[src/rtl/seeed_tft_data_reader.sv]
`default_nettype none
// ============================================================================
// Module   : seeed_tft_data_reader
// Purpose  : Reads pixel data back out of the Seeed TFT controller frame
//            memory over the 8080-style 8-bit bus. Issues the memory-read
//            opcode, discards the dummy read, then reads R, G, B per pixel
//            and pushes {R,G,B,8'h00} into a ping-pong FIFO write port.
// Ports    : clk/rst (async, active-low)  - clock and reset
//            i_enable/i_start/o_busy       - control, o_busy = bus owned
//            i_num_pixels/i_mem_read_cmd   - frame setup, latched on start
//            o_frame_done/o_aborted        - one-cycle completion pulses
//            i_fifo_rdy/o_fifo_act/o_fifo_stb/i_fifo_size/o_fifo_data
//                                          - ping-pong FIFO write side
//            o_chip_select/o_cmd_mode/o_data_out/i_data_in/o_write/o_read/
//            o_data_out_en                 - TFT parallel bus
// Revision : 1.0 - initial release
// ============================================================================
module seeed_tft_data_reader #(
  parameter int DELAY_COUNT       = 3,
  parameter int PIXEL_COUNT_WIDTH = 32
) (
  input  logic                         clk,
  input  logic                         rst,
  input  logic                         i_enable,
  input  logic                         i_start,
  input  logic [PIXEL_COUNT_WIDTH-1:0] i_num_pixels,
  input  logic [7:0]                   i_mem_read_cmd,
  output logic                         o_busy,
  output logic                         o_frame_done,
  output logic                         o_aborted,
  input  logic [1:0]                   i_fifo_rdy,
  output logic [1:0]                   o_fifo_act,
  output logic                         o_fifo_stb,
  input  logic [23:0]                  i_fifo_size,
  output logic [31:0]                  o_fifo_data,
  output logic                         o_chip_select,
  output logic                         o_cmd_mode,
  output logic [7:0]                   o_data_out,
  input  logic [7:0]                   i_data_in,
  output logic                         o_write,
  output logic                         o_read,
  output logic                         o_data_out_en
);

  localparam int c_DLY_W = (DELAY_COUNT > 1) ? $clog2(DELAY_COUNT) : 1;
  localparam logic [c_DLY_W-1:0] c_DLY_LAST = c_DLY_W'(DELAY_COUNT - 1);

  localparam logic [3:0] c_IDLE   = 4'd0;
  localparam logic [3:0] c_CMD    = 4'd1;
  localparam logic [3:0] c_TURN   = 4'd2;
  localparam logic [3:0] c_DUMMY  = 4'd3;
  localparam logic [3:0] c_RD_R   = 4'd4;
  localparam logic [3:0] c_RD_G   = 4'd5;
  localparam logic [3:0] c_RD_B   = 4'd6;
  localparam logic [3:0] c_PUSH   = 4'd7;
  localparam logic [3:0] c_FINISH = 4'd8;

  logic [3:0]                   state_q, state_d;
  logic [c_DLY_W-1:0]           dly_q, dly_d;
  logic                         busy_q, busy_d;
  logic                         done_q, done_d;
  logic                         abort_q, abort_d;
  logic [1:0]                   act_q, act_d;
  logic                         stb_q, stb_d;
  logic [31:0]                  fdata_q, fdata_d;
  logic                         cs_q, cs_d;
  logic                         cmd_mode_q, cmd_mode_d;
  logic [7:0]                   dout_q, dout_d;
  logic                         write_q, write_d;
  logic                         read_q, read_d;
  logic                         oe_q, oe_d;
  logic [PIXEL_COUNT_WIDTH-1:0] npix_q, npix_d;
  logic [PIXEL_COUNT_WIDTH-1:0] pix_q, pix_d;
  logic [23:0]                  wcnt_q, wcnt_d;
  logic [23:0]                  rgb_q, rgb_d;
  logic [PIXEL_COUNT_WIDTH-1:0] w_pix_inc;
  logic                         w_rd_last;

  assign w_pix_inc = pix_q + 1'b1;
  // Last high cycle of a read strobe: the byte is captured on its closing edge.
  assign w_rd_last = read_q && (dly_q == c_DLY_LAST);

  always_comb begin
    state_d    = state_q;
    dly_d      = dly_q;
    busy_d     = busy_q;
    done_d     = 1'b0;
    abort_d    = 1'b0;
    act_d      = act_q;
    stb_d      = 1'b0;
    fdata_d    = fdata_q;
    cs_d       = cs_q;
    cmd_mode_d = cmd_mode_q;
    dout_d     = dout_q;
    write_d    = write_q;
    read_d     = read_q;
    oe_d       = oe_q;
    npix_d     = npix_q;
    pix_d      = pix_q;
    wcnt_d     = wcnt_q;
    rgb_d      = rgb_q;

    // Buffer management: release a full buffer one cycle after its last
    // strobe, grab a free buffer (preferring buffer 0) when none is held.
    if (busy_q) begin
      if (act_q != 2'b00) begin
        if (wcnt_q >= i_fifo_size) begin
          act_d = 2'b00;
        end
      end else if (i_fifo_rdy != 2'b00) begin
        act_d  = i_fifo_rdy[0] ? 2'b01 : 2'b10;
        wcnt_d = 24'd0;
      end
    end

    case (state_q)
      c_IDLE: begin
        if (i_start && i_enable) begin
          busy_d = 1'b1;
          npix_d = i_num_pixels;
          pix_d  = '0;
          if (i_num_pixels == '0) begin
            state_d = c_FINISH;
          end else begin
            cs_d       = 1'b1;
            cmd_mode_d = 1'b0;
            oe_d       = 1'b1;
            dout_d     = i_mem_read_cmd;
            write_d    = 1'b1;
            dly_d      = '0;
            state_d    = c_CMD;
          end
        end
      end
      c_CMD: begin
        if (dly_q == c_DLY_LAST) begin
          write_d    = 1'b0;
          cmd_mode_d = 1'b1;
          oe_d       = 1'b0;
          dly_d      = '0;
          state_d    = c_TURN;
        end else begin
          dly_d = dly_q + 1'b1;
        end
      end
      c_TURN: begin
        read_d  = 1'b1;
        dly_d   = '0;
        state_d = c_DUMMY;
      end
      c_DUMMY, c_RD_R, c_RD_G, c_RD_B: begin
        if (read_q) begin
          if (w_rd_last) begin
            read_d = 1'b0;
            dly_d  = '0;
            case (state_q)
              c_RD_R:  rgb_d[23:16] = i_data_in;
              c_RD_G:  rgb_d[15:8]  = i_data_in;
              c_RD_B:  rgb_d[7:0]   = i_data_in;
              default: rgb_d        = rgb_q;
            endcase
          end else begin
            dly_d = dly_q + 1'b1;
          end
        end else begin
          // Single low cycle between strobes; RD_B hands over to PUSH.
          case (state_q)
            c_DUMMY: begin state_d = c_RD_R; read_d = 1'b1; end
            c_RD_R:  begin state_d = c_RD_G; read_d = 1'b1; end
            c_RD_G:  begin state_d = c_RD_B; read_d = 1'b1; end
            default: begin state_d = c_PUSH; end
          endcase
        end
      end
      c_PUSH: begin
        if ((act_q != 2'b00) && (wcnt_q < i_fifo_size)) begin
          stb_d   = 1'b1;
          fdata_d = {rgb_q, 8'h00};
          wcnt_d  = wcnt_q + 1'b1;
          pix_d   = w_pix_inc;
          if (w_pix_inc == npix_q) begin
            state_d = c_FINISH;
          end else begin
            read_d  = 1'b1;
            dly_d   = '0;
            state_d = c_RD_R;
          end
        end
      end
      c_FINISH: begin
        cs_d    = 1'b0;
        oe_d    = 1'b1;
        act_d   = 2'b00;
        done_d  = 1'b1;
        busy_d  = 1'b0;
        state_d = c_IDLE;
      end
      default: begin
        state_d = c_IDLE;
      end
    endcase

    // Enable loss wins over everything: drop the bus and any partial pixel.
    if (busy_q && !i_enable) begin
      state_d    = c_IDLE;
      busy_d     = 1'b0;
      abort_d    = 1'b1;
      done_d     = 1'b0;
      stb_d      = 1'b0;
      act_d      = 2'b00;
      cs_d       = 1'b0;
      write_d    = 1'b0;
      read_d     = 1'b0;
      cmd_mode_d = 1'b1;
      oe_d       = 1'b1;
      dly_d      = '0;
    end
  end

  always_ff @(posedge clk or negedge rst) begin
    if (!rst) begin
      state_q    <= c_IDLE;
      dly_q      <= '0;
      busy_q     <= 1'b0;
      done_q     <= 1'b0;
      abort_q    <= 1'b0;
      act_q      <= 2'b00;
      stb_q      <= 1'b0;
      fdata_q    <= 32'd0;
      cs_q       <= 1'b0;
      cmd_mode_q <= 1'b1;
      dout_q     <= 8'd0;
      write_q    <= 1'b0;
      read_q     <= 1'b0;
      oe_q       <= 1'b1;
      npix_q     <= '0;
      pix_q      <= '0;
      wcnt_q     <= 24'd0;
      rgb_q      <= 24'd0;
    end else begin
      state_q    <= state_d;
      dly_q      <= dly_d;
      busy_q     <= busy_d;
      done_q     <= done_d;
      abort_q    <= abort_d;
      act_q      <= act_d;
      stb_q      <= stb_d;
      fdata_q    <= fdata_d;
      cs_q       <= cs_d;
      cmd_mode_q <= cmd_mode_d;
      dout_q     <= dout_d;
      write_q    <= write_d;
      read_q     <= read_d;
      oe_q       <= oe_d;
      npix_q     <= npix_d;
      pix_q      <= pix_d;
      wcnt_q     <= wcnt_d;
      rgb_q      <= rgb_d;
    end
  end

  assign o_busy        = busy_q;
  assign o_frame_done  = done_q;
  assign o_aborted     = abort_q;
  assign o_fifo_act    = act_q;
  assign o_fifo_stb    = stb_q;
  assign o_fifo_data   = fdata_q;
  assign o_chip_select = cs_q;
  assign o_cmd_mode    = cmd_mode_q;
  assign o_data_out    = dout_q;
  assign o_write       = write_q;
  assign o_read        = read_q;
  assign o_data_out_en = oe_q;

endmodule
`default_nettype wire

[config.mk]
export PLATFORM = sky130hd
export DESIGN_NAME = seeed_tft_data_reader
export DESIGN_NICKNAME = d
export VERILOG_FILES = /design/src/rtl/seeed_tft_data_reader.sv
export SDC_FILE = /design/constraint.sdc
export NUM_CORES = 1
export LEC_CHECK = 0
export CORE_MARGIN = 2
export CORE_UTILIZATION = 60
export DETAILED_ROUTE_END_ITERATION = 6
export PLACE_DENSITY = 0.94
export SYNTH_ARGS = -nofsm -noshare
export SYNTH_HDL_FRONTEND = slang
export SYNTH_SLANG_ARGS = --single-unit
[constraint.sdc]
create_clock -name clk -period 7.08 [get_ports clk]
set_clock_uncertainty 0.15 [all_clocks]
set_input_delay 1.416 -clock clk [delete_from_list [all_inputs] [get_ports clk]]
set_output_delay 1.416 -clock clk [all_outputs]
set_load 0.01 [all_outputs]
**Word level (Yosys, flattened, before mapping)**

Cells that the tools add are included.

- Bits in registers: 161
- Input bits: 78
- Output and inout bits: 51
- Logic and storage cells: 143

- Add/sub/neg operators: 3
- Magnitude comparators: 2
- Equality and inequality tests: 20
- Multiplexer cells: 63
- Bitwise gates (word level): 1
- Reduce and logical (&&, ||, !) cells: 34

Operators with widths:

| cell | number |
|---|---|
| 2-to-1 mux 24 bit | 5 |
| 2-to-1 mux 32 bit | 2 |
| case mux 32 bit (2 select lines) | 1 |
| adder 32 x 1 -> 32 bit (second input constant) | 1 |
| equality test 32 bit | 1 |
| zero test 32 bit | 1 |
| 2-to-1 mux 2 bit | 15 |
| 2-to-1 mux 4 bit | 7 |
| adder 24 x 1 -> 24 bit (second input constant) | 1 |
| greater-or-equal comparator 24 bit | 1 |
| less-than comparator 24 bit | 1 |
| 2-to-1 mux 1 bit | 24 |
| AND reduction 4 bit | 6 |
| inequality test 3 bit (second input constant) | 7 |
| case mux 4 bit (5 select lines) | 1 |
| equality test 4 x 3 -> 1 bit (second input constant) | 4 |
| AND reduction 3 bit | 5 |
| nonzero test 4 bit | 3 |
| case mux 2 bit (5 select lines) | 1 |
| nonzero test 3 bit | 3 |
| equality test 4 x 2 -> 1 bit (second input constant) | 2 |
| case mux 1 bit (2 select lines) | 4 |
| case mux 1 bit (3 select lines) | 2 |
| case mux 2 bit (3 select lines) | 1 |
| other kinds (16) | 24 |

**Longest topological paths before layout**

Gate-level depths: netlist (run 1).

- Word-level depth: 6
- Depth in mapped cells: 13
- Depth with buffers taken out: 11

**Worst setup path before layout (run 1)**

Ideal clock, no wire load.

- Kind: in2reg
- Start: input port i_fifo_size[3]
- End: register wcnt_q[23]
- Library setup time: 0.129 ns
- Arrival time: 3.833 ns
- Required time: 6.801 ns
- Path slack: 2.968 ns
- Stages on the path: 13
- Cells stage by stage: inv_1 > ha_1 > a21o_1 > a21oi_1 > a21boi_1 > o31a_1 > or3_1 > clkbuf_1 > nand2b_1 > clkbuf_1 > or3_1 > o211ai_1 > o31ai_1

- Longest elaborated chain between the ends: 4

RTL lines:

| item | line | RTL |
|---|---|---|
| start: declaration | 34 | `input logic [23:0] i_fifo_size,` |
| less-than comparator 24 bit | 176 | `if ((act_q != 2'b00) && (wcnt_q < i_fifo_size)) begin` |
| logical AND 1 bit | 176 |  |
| 2-to-1 mux 24 bit | 176 |  |
| 2-to-1 mux 24 bit | 116 | `case (state_q)` |
| named net wcnt_d[23] | 74 | `logic [23:0] wcnt_q, wcnt_d;` |
| end signal: assignment | 257 | `wcnt_q <= wcnt_d;` |
| end: declaration | 74 |  |

The timed path passes the listed nets, and every way through them passes these cells.
A chain may end at the register's enable or synchronous reset.

**Final worst setup path (run 1)**

- Start: input port i_fifo_size[3]
- End: register pix_q[25]

- Longest elaborated chain between the ends: 4

RTL lines:

| item | line | RTL |
|---|---|---|
| less-than comparator 24 bit | 176 |  |
| logical AND 1 bit | 176 |  |
| inequality test 2 bit (no source line) | - |  |
| AND reduction 3 bit (no source line) | - |  |
| end signal: assignment | 256 | `pix_q <= pix_d;` |
| end: declaration | 73 | `logic [PIXEL_COUNT_WIDTH-1:0] pix_q, pix_d;` |

No other way between the ends.

==> impl_results.md, run 1 <==
- DRC: 12
- Clock sink count: 161
- Leak: 4.921 nW
- Fin. Hold Viols: 0
- Die Span Y: 127.4 µm
- Routability cong.: 0.9975
- Max VDD drop: 0.0002427 V
- Fin crit share: 69.23%
- Share of layout cells above drive strength 1: 12.71%
- Most used DFF post-synth: dfrtp_1
- Gr ovfl total: 0
- Placed Cells: 1226
- Pre-CTS setup slack: 1.877 ns
- YS warnings: 0
- Max stage delay cell, worst path: or3_1
- Worst path max stage delay: 0.48 ns
- Mapped cell area: 9135 µm²
- Status: finished with violations
- Routed len/inst: 19.55 µm
- Min cycle time layout: 4.902 ns
- Post-CTS Resized: 0
- Most frequent cells in the layout: dfrtp_1 (159), nand2_1 (141), clkdlybuf4s50_1 (119)
- PD cells: 328.8 nW/µm²
- Synth Instances: 961
- Fin Setup TNS: 0 ns
- # IOs: 129
- # setup viols final: 0
- Hold Slack: 0.3192 ns
- CP Launch Type: input port
- FILL cells: 1009
- TritonRoute pass-1 iters: 7
- Vias per cell: 6.404
- Nets@finish: 1161
- Final ANT Viol Nets: 0
- Slew Limit Fails: 0
- Hold_buf cts: 0
- Die extent in x: 127.4 µm
- Most frequent CP cell: nor2_2
- Critical Path RT: 7.23 ns
- DR vias: 8056
- Crit path max fanout: 30
- Row count: 45
- Crit Path Category: in2reg
- Unique cell type count in the Yosys netlist: 68
- Setup slack after layout: 2.178 ns
- Rel. slew slack: 25.61%
- DRT Wirelength: 24.60 mm
- Power Total: 3.618 mW
- First-pass GRT wire length: 39.91 mm
- Worst setup EP type: flop
- Clk root buf: clkbuf_16
- Synth Register Bits: 161
- Core area: 15030 µm²
- Register area: 4031 µm²
- Gr usage total: 31.04%
- Vias in the first global route: 7901
- Largest net degree at the start of global routing: 88
- # diodes: 0
- Failing checks: design-rule violations
- Worst min-delay path category: reg2reg
- H-tree depth: 4
- Die area: 16230 µm²
- Port Buffer Count: 120
- Highest clock rate: 204.0 MHz
- Worst Path Arrival: 5.05 ns
- Worst-path cell chain: clkdlybuf4s50_1, inv_1, ha_1, a21o_1, a21oi_1, a21boi_1, o31a_1, or3_1, nor2_2, buf_4, nor2_2, o21ai_0, o31ai_1
- Worst-margin pin slew: 1.108 ns
- Initial antenna violation count: 0
- Crit path buf inv count: 3
- DRT iter0 DRCs: 1107
- Clk slew on worst S/H paths: 0.08 ns
- Total CTS buffers: 17
- Synth async-reset ratio: 100.0%
- Initial Utilization: 60.77%
- Seq/Total Area, Yosys: 44.13%
- Max_cap viols: 0
- Setup repair bufs after CTS: 0
- TritonCTS clock tree: yes
- Most common cell after layout, fill and taps aside: dfrtp_1
- Critical path's top delay family: simple AND/OR/NAND/NOR gates
- Mean post-synth cell area: 9.506 µm²
- Unrepaired setup endpoints after global routing: no
- Multi-input gate area: 4747 µm²
- Area delta synth->final: 20.46%
- Detailed placement HPWL: 16.62 mm
- Finished Layout Cells: 1258
- Post-synth EDFFs: 0
- Skew-Pair Late Insertion Delay: 0.44 ns
- Clock Path Buffers: 2
-- layer usage --
metal  global-route usage (%)  up-vias  wire, µm
li1                         -     3604         -
met1                    39.65     3894      9546
met2                    51.71      475     12080
met3                    7.035       83      2240
met4                    12.15        0       736
met5                        0        -         0
-- cells in the mapped netlist (all sizes together), types with 3 or more instances --
| library cell | count | area (µm²) |
|---|---|---|
| nor2b | 10 | 62.56 |
| nor3 | 20 | 110.1 |
| and2 | 5 | 31.28 |
| nand4 | 29 | 217.7 |
| nor4 | 23 | 195.2 |
| a31oi | 9 | 56.30 |
| a31o | 3 | 26.28 |
| mux2i | 14 | 140.1 |
| xnor2 | 23 | 201.4 |
| clkbuf | 36 | 135.1 |
| mux2 | 66 | 743.2 |
| inv | 31 | 116.4 |
| nand2b | 14 | 87.58 |
| nor2 | 58 | 222.7 |
| o21ai | 59 | 295.3 |
| a22o | 5 | 43.79 |
| o31a | 3 | 26.28 |
| and3 | 13 | 81.33 |
| or4 | 4 | 33.78 |
| or2 | 3 | 18.77 |
| nand3 | 35 | 190.2 |
| and4 | 7 | 61.31 |
| xor2 | 25 | 219.0 |
| a21o | 9 | 67.56 |
| o211ai | 10 | 75.07 |
| dfrtp | 159 | 3979 |
| a211oi | 4 | 30.03 |
| a21oi | 29 | 145.1 |
| nand2 | 141 | 529.3 |
| ha | 26 | 325.3 |
| buf | 22 | 133.9 |
| or3 | 11 | 73.82 |
| o31ai | 26 | 195.2 |
-- tightest hold or removal path: stages, from the launching register on --
cell     delay, ns
dfrtp_1       0.35
nand2_1       0.05
nand2_1       0.05
-- power breakdown --
group / internal [mW] / leakage (nW) / switching [mW] / total (mW)
clock network: 0.480 / 0.290 / 0.446 / 0.926
registers: 1.19 / 2.11 / 0.261 / 1.45
logic: 0.615 / 2.52 / 0.630 / 1.24
total: 2.28 / 4.92 / 1.34 / 3.62
-- final cells by class --
type	count	share of cell area (%)
timing repair buffer	128	11.47
inverter	33	1.126
clock buffer	17	3.866
multi-input combinational	716	43.14
tap	188	2.138
clock inverter	15	1.626
sequential	161	36.63
-- sequential cells by signal, indices dropped and copies added (netlist names) --
name / count
o_data_out_en: 1
o_data_out: 8
o_chip_select: 1
npix_q: 32
wcnt_q: 24
o_aborted: 1
state_q: 4
dly_q: 2
pix_q: 32
o_fifo_act: 2
o_write: 1
o_fifo_stb: 1
o_frame_done: 1
o_busy: 1
o_read: 1
o_fifo_data: 24
o_cmd_mode: 1
rgb_q: 24
-- path summary, 6_finish.rpt --
kind                                             from                     endpoint  slack [ns]  cells after the start
worst min-delay path            rgb_q[15]$_DFFE_PN0P_  o_fifo_data[23]$_DFFE_PN0N_        0.32                      2
min in group asynchronous                         rst         pix_q[2]$_DFFE_PN0P_        0.89                      1
worst min register to register  rgb_q[15]$_DFFE_PN0P_  o_fifo_data[23]$_DFFE_PN0N_        0.32                      2
worst max register to register    wcnt_q[3]$_DFF_PN0_        pix_q[25]$_DFFE_PN0P_        3.21                     11
max in group asynchronous                         rst         o_fifo_stb$_DFF_PN0_        4.47                      2
worst max-delay path                   i_fifo_size[3]        pix_q[25]$_DFFE_PN0P_        2.18                     13
-- stage by stage --
step | util [%] | area (µm²)
4_1_cts | 73.20 | 11000
3_3_place_gp | 69.18 | 10400
3_5_place_dp | 69.18 | 10400
6_report | 73.20 | 11000
2_1_floorplan | - | 9161
5_1_grt | 73.20 | 11000
-- logic make-up (layout without fill, tap and decap cells) --
logic type               Yosys count  in the layout  share of synthesized area (%)
XOR/XNOR                          48             48                          4.602
AO/OA/AOI/OAI                    171            171                          11.75
buffers and inverters             91            193                          4.301
flip-flops                       161            161                          44.13
adder cells (fa/ha/maj)           26             26                          3.561
AND/OR/NAND/NOR                  383            383                          21.94
other                              1              8                        0.04105
multiplexers                      80             80                          9.670
Power figures use the tool's default switching activity.
==> inputs of run 2 (changes only) <==
--- a/config.mk
+++ b/config.mk
@@ -6,9 +6,9 @@
 export NUM_CORES = 1
 export LEC_CHECK = 0
 export CORE_MARGIN = 2
-export CORE_UTILIZATION = 60
+export CORE_UTILIZATION = 50
 export DETAILED_ROUTE_END_ITERATION = 6
-export PLACE_DENSITY = 0.94
+export PLACE_DENSITY = 0.84
 export SYNTH_ARGS = -nofsm -noshare
 export SYNTH_HDL_FRONTEND = slang
 export SYNTH_SLANG_ARGS = --single-unit
==> constraint.sdc (replaced) <==
create_clock -name clk -period 4.1 [get_ports clk]
set_clock_uncertainty 0.15 [all_clocks]
set_input_delay 0.82 -clock clk [delete_from_list [all_inputs] [get_ports clk]]
set_output_delay 0.82 -clock clk [all_outputs]
set_load 0.01 [all_outputs]
==> run 2 against run 1 <==
The run now ends clean. Final cell count grew 3.7%. Clock power rose by 72%. Critical path depth is the same. Count of clock-buffer cells in the layout stayed put.
==> impl_results.md, run 2 (synthesized netlist as in run 1, its figures left out) <==
- Routed len/inst: 17.88 µm
- DRT Wirelength: 23.33 mm
- Comb pwr share: 34.6%
- Die area: 19370 µm²
- Port Buffer Count: 120
- Unrepaired setup endpoints after global routing: no
- Int Pwr: 3.975 mW
- Clock sink count: 161
- FILL cells: 1447
- Fin. Hold Viols: 0
- DR vias: 7651
- Setup repair bufs after CTS: 0
- Clock power share: 25.5%
- Gr usage total: 24.60%
- Core area: 17960 µm²
- Sw frac: 36.03%
- Routability cong.: 0.9563
- Initial Utilization: 50.85%
- Status: complete, no violations
- DRT iter0 DRCs: 711
- Total CTS buffers: 17
- Highest clock rate: 266.2 MHz
- Worst min-delay path category: in2async
- # IOs: 129
- Hold_buf cts: 0
- Post-CTS Resized: 0
- Worst-path cell chain: clkdlybuf4s50_1, inv_1, ha_1, a21o_1, a21oi_1, a21boi_1, o31a_1, or3_1, buf_4, nor2_2, nand3_1, o211ai_1, o31ai_1
- Finished Layout Cells: 1305
- Die extent in x: 139.2 µm
- Most common cell after layout, fill and taps aside: dfrtp_1
- DRC: 0
- Largest regs: npix_q (32), pix_q (32)
- Share of layout cells above drive strength 1: 13.10%
- Vias per cell: 5.863
- Fin crit share: 91.62%
- Max VDD drop: 0.0003748 V
- Gr ovfl total: 0
- Crit path max fanout: 12
- CP Launch Type: input port
- Sequential share of power: 39.8%
- Leak: 4.966 nW
- Net Sw Power: 2.239 mW
- Worst path max stage delay: 0.46 ns
- Min cycle time layout: 3.757 ns
- Detailed placement HPWL: 16.88 mm
- Most frequent cells in the layout: dfrtp_1 (159), nand2_1 (141), clkdlybuf4s50_1 (119)
- Placed Cells: 1273
- Skew-Pair Late Insertion Delay: 0.44 ns
- Largest net degree at the start of global routing: 68
- Critical Path RT: 4.25 ns
- Clk root buf: clkbuf_16
- Initial antenna violation count: 0
- R2R setup slack: 0.47 ns
- Row count: 49
- Max stage delay cell, worst path: clkdlybuf4s50_1
- Worst Path Arrival: 3.91 ns
- First-pass GRT wire length: 38.80 mm
- Vias in the first global route: 7510
- Critical path's top delay family: compound AO/OA/AOI/OAI gates
- Rel. slew slack: 43.81%
- Crit Path Category: in2reg
- Slew Limit Fails: 0
- Crit path buf inv count: 3
- Die Span Y: 139.2 µm
- # setup viols final: 0
- Worst setup EP type: flop
- Clk slew on worst S/H paths: 0.07 ns
- Nets@finish: 1167
- TritonCTS clock tree: yes
- Max_cap viols: 0
- # diodes: 0
- Final ANT Viol Nets: 0
- PD cells: 557.4 nW/µm²
- H-tree depth: 4
- TritonRoute pass-1 iters: 5
- Clock Path Buffers: 2
- Worst-margin pin slew: 0.8364 ns
- Area delta synth->final: 22.04%
- Fin Setup TNS: 0 ns
## run 2: cell types whose count changed in the layout (fill, tap and decap cells not counted), sizes merged
cell    previous run  this run
clkinv             6         7
inv               40        39
buf                9        15
## run 2: worst reg2reg max path, delay by kind of cell, from the launching register on
kind	cells	cell delay [ns]
and+or+nand+nor	7	2.03
DFF	1	0.50
adders and majority gates	1	0.31
xor gates and xnor gates	1	0.29
AOI/OAI and AO/OA	1	0.25
## run 2: worst paths after layout
path | startpoint | end | cells after the start
worst min-delay path | rst | npix_q[14]$_DFFE_PN0P_ | 1
worst min register to register | rgb_q[7]$_DFFE_PN0P_ | o_fifo_data[15]$_DFFE_PN0N_ | 2
worst max register to register | pix_q[0]$_DFFE_PN0P_ | o_read$_DFFE_PN0P_ | 10
max in group asynchronous | rst | o_fifo_data[29]$_DFFE_PN0N_ | 2
min in group clk | rgb_q[7]$_DFFE_PN0P_ | o_fifo_data[15]$_DFFE_PN0N_ | 2
worst max-delay path | i_fifo_size[3] | wcnt_q[22]$_DFF_PN0_ | 13
## run 2: cell type report
class / instances / area [µm²] / share of cell area [%]
multi-input cells: 716 / 4745 / 42.56
flip-flops and latches: 161 / 4031 / 36.16
clock buffers: 17 / 425.4 / 3.816
inverters: 33 / 123.9 / 1.111
clock inverters: 15 / 178.9 / 1.605
well taps: 229 / 286.5 / 2.570
repair buffers: 134 / 1358 / 12.18
## run 2: routing by layer
metal  up-vias  global-route usage (%)  share of wire [%]
li1       3626                       -                  -
met1      3724                   33.15                 43
met2       275                   41.64                 50
met3        26                   3.626                5.3
met4         0                   6.964                1.4
met5         -                       0                  0
## run 2: power groups by stage
stage          registers [mW]  clock network, mW  logic (mW)
2_1_floorplan            2.40                  0        1.37
3_3_place_gp             2.46                  0        2.08
3_5_place_dp             2.49                  0        2.14
4_1_cts                  2.47               1.61        2.15
5_1_grt                  2.53               1.68        2.37
6_report                 2.47               1.59        2.15
## run 2: stage by stage
stage                     setup slack, ns  power [mW]  cell area [µm²]  hold WS [ns]  util (%)
after floorplan                    0.5835       3.767             9161        0.2848         -
after global placement            0.08002       4.539            10540        0.2955     58.70
after detailed placement         -0.05101       4.632            10540        0.3041     58.70
after CTS                          0.3771       6.228            11150        0.2537     62.06
after global routing               0.1396       6.588            11150        0.2853     62.06
final                              0.3435       6.214            11150        0.2284     62.06
==> inputs of run 3 (changes only) <==
--- a/config.mk
+++ b/config.mk
@@ -5,6 +5,7 @@
 export SDC_FILE = /design/constraint.sdc
 export NUM_CORES = 1
 export LEC_CHECK = 0
+export ABC_AREA = 1
 export CORE_MARGIN = 2
 export CORE_UTILIZATION = 50
 export DETAILED_ROUTE_END_ITERATION = 6
==> run 3 against run 2 <==
Combinational power is 6% lower. Non-clock buffer count is 1 lower. Worst setup slack better by 0.66 ns. Hold slack better by 0.076 ns. Wire length is 6.4% higher. Critical path type unchanged.
==> impl_results.md, run 3 <==
- Min cycle time layout: 3.099 ns
- Status: complete, no violations
- Port Buffer Count: 120
- Post-synth EDFFs: 0
- Area delta synth->final: 22.12%
- Worst Path Arrival: 3.33 ns
- Area share of the largest cell type after synthesis: 42.30%
- Most common cell after layout, fill and taps aside: nand2_1
- # setup viols final: 0
- Unique cell type count in the Yosys netlist: 42
- Setup repair bufs after CTS: 0
- Comb pwr share: 32.9%
- Most used DFF post-synth: dfrtp_1
- Share of layout cells above drive strength 1: 5.964%
- Sw frac: 37.15%
- Sequential share of power: 39.9%
- Critical path's top delay family: buffers and inverters
- Unrepaired setup endpoints after global routing: no
- DRT Wirelength: 24.83 mm
- Max stage delay cell, worst path: clkdlybuf4s50_1
- Most frequent CP cell: nand2_1
- Routability cong.: 0.9159
- Skew-Pair Late Insertion Delay: 0.44 ns
- Most frequent cells in the layout: nand2_1 (483), dfrtp_1 (159), inv_1 (134)
- Mean post-synth cell area: 7.170 µm²
- # diodes: 0
- Gr ovfl total: 0
- Synth async-reset ratio: 100.0%
- Fin. Hold Viols: 0
- # IOs: 129
- Detailed placement HPWL: 17.60 mm
- Vias in the first global route: 8721
- Worst-path cell chain: clkdlybuf4s50_1, inv_1, ha_1, a21oi_1, o21a_1, o221ai_1, nand2_1, nand3_1, nor2_4, buf_4, buf_4, nand2_1, nand2_1
- Crit path buf inv count: 4
- Leading post-synthesis cells by cell area: dfrtp_1 (42%), nand2_1 (19%), nand3_1 (5.7%), inv_1 (5.4%), nor2_1 (4.3%)
- Synth Register Bits: 161
- YS warnings: 0
- Final instance area: 11490 µm²
- Post-DP Area: 10860 µm²
- Worst path max stage delay: 0.46 ns
- Top post-synthesis cells by count: nand2_1 (483), dfrtp_1 (159), inv_1 (135)
- DRT iter0 DRCs: 808
- Clock power share: 27.1%
- Synth Instances: 1312
- Net Sw Power: 2.273 mW
- Hold_buf cts: 0
- Crit path max fanout: 24
- Seq/Total Area, Yosys: 42.86%
- Highest clock rate: 322.7 MHz
- Final core utilization: 61.82%
- Max_cap viols: 0
- Critical Path RT: 4.33 ns
- Largest net degree at the start of global routing: 101
- Hold Slack: 0.3049 ns
- Gr usage total: 25.71%
- Clock Path Buffers: 2
- Routed len/inst: 14.82 µm
- Clock sink count: 161
- Clk slew on worst S/H paths: 0.07 ns
- Largest regs: npix_q (32), pix_q (32)
- DRC: 0
- Count leader, synth: nand2_1
- Synth area leader: dfrtp_1
- Die extent in x: 141.2 µm
- Fin crit share: 75.58%
- Initial Utilization: 50.63%
- Clk root buf: clkbuf_16
- Post-CTS Resized: 0
- Leak: 5.570 nW
- Nets@finish: 1533
- Vias per cell: 5.443
- Core area: 18580 µm²
- Worst min-delay path category: in2async
- TritonCTS clock tree: yes
- Rel. slew slack: 38.58%
- Fin Setup TNS: 0 ns
- Max VDD drop: 0.0004724 V
- Row count: 50
- Worst-margin pin slew: 0.9213 ns
- Initial antenna violation count: 0
- CP Launch Type: input port
- PD cells: 532.7 nW/µm²
- Int Pwr: 3.846 mW
- H-tree depth: 4
- Mapped cell area: 9407 µm²
- Worst setup EP type: flop
- First-pass GRT wire length: 41.52 mm
- Die Span Y: 141.2 µm
- Power Total: 6.119 mW
- TritonRoute pass-1 iters: 6
- Crit Path Category: in2reg
- Slew Limit Fails: 0
- Total CTS buffers: 17
- DR vias: 9123
- Die area: 19930 µm²
- Final ANT Viol Nets: 0
==> run 3: cell types whose count changed after synthesis, moves of 23 or more <==
| cell | previous run | this run |
|---|---|---|
| nor2_1 | 56 | 109 |
| nand3_1 | 32 | 107 |
| mux2_2 | 66 | 0 |
| inv_1 | 31 | 135 |
| nand2_1 | 141 | 483 |
| o31ai_1 | 26 | 3 |
==> run 3: final timing paths <==
check / from / to / cells after the start / slack (ns)
worst min-delay path: rst / wcnt_q[13]$_DFF_PN0_ / 1 / 0.30
worst max-delay path: i_fifo_size[1] / o_fifo_data[28]$_DFFE_PN0N_ / 13 / 1.00
worst min register to register: o_data_out[1]$_DFFE_PN0P_ / o_data_out[1]$_DFFE_PN0P_ / 2 / 0.32
max in group asynchronous: rst / npix_q[12]$_DFFE_PN0P_ / 2 / 2.70
min in group clk: o_data_out[1]$_DFFE_PN0P_ / o_data_out[1]$_DFFE_PN0P_ / 2 / 0.32
worst max register to register: pix_q[0]$_DFFE_PN0P_ / state_q[2]$_DFFE_PN0P_ / 14 / 1.25
==> run 3: power by group through the flow <==
stage	Sequential, mW	Combinational [mW]	Clock [mW]
finish	2.44	2.02	1.66
floorplan	2.44	1.14	0
CTS	2.44	2.02	1.68
detailed placement	2.44	2.00	0
global route	2.51	2.26	1.74
global placement	2.44	1.94	0
==> run 3: worst reg2reg max path, delay by kind of cell (launching register included) <==
kind	cells	cell delay, ns
xor gates and xnor gates	1	0.25
DFF	1	0.49
and+or+nand+nor	12	1.57
adders and majority gates	1	0.27
==> run 3: per-layer routing <==
layer / GRT usage [%] / wire length, µm / share of wire [%] / vias to the layer above
li1: - / - / - / 4442
met1: 34.84 / 10690 / 43 / 4278
met2: 41.59 / 11800 / 48 / 363
met3: 5.027 / 1860 / 7.5 / 40
met4: 8.737 / 488 / 2.0 / 0
met5: 0 / 0 / 0 / -
==> run 3: per-stage QoR <==
step	instances	setup slack (ns)
6_report	1676	1.001
2_1_floorplan	1319	1.332
4_1_cts	1676	1.033
3_3_place_gp	1644	0.6767
5_1_grt	1676	0.8462
3_5_place_dp	1644	0.5820
==> run 3: layout make-up <==
cell class                 count  area, µm²
clock buffer                  17      425.4
clock inverter                15      205.2
fill                        1590       7093
inverter                     141      529.3
multi-input combinational    975       4691
sequential                   161       4031
tap                          234      292.8
timing repair buffer         133       1313
==> run 3: cells by family after synthesis <==
group | after synthesis | share of synthesized area, %
XOR/XNOR | 15 | 2.022
other | 1 | 0.03987
buffers and inverters | 183 | 7.715
AND/OR/NAND/NOR | 810 | 37.50
flip-flops | 161 | 42.86
adder cells (fa/ha/maj) | 26 | 3.458
AO/OA/AOI/OAI | 116 | 6.411
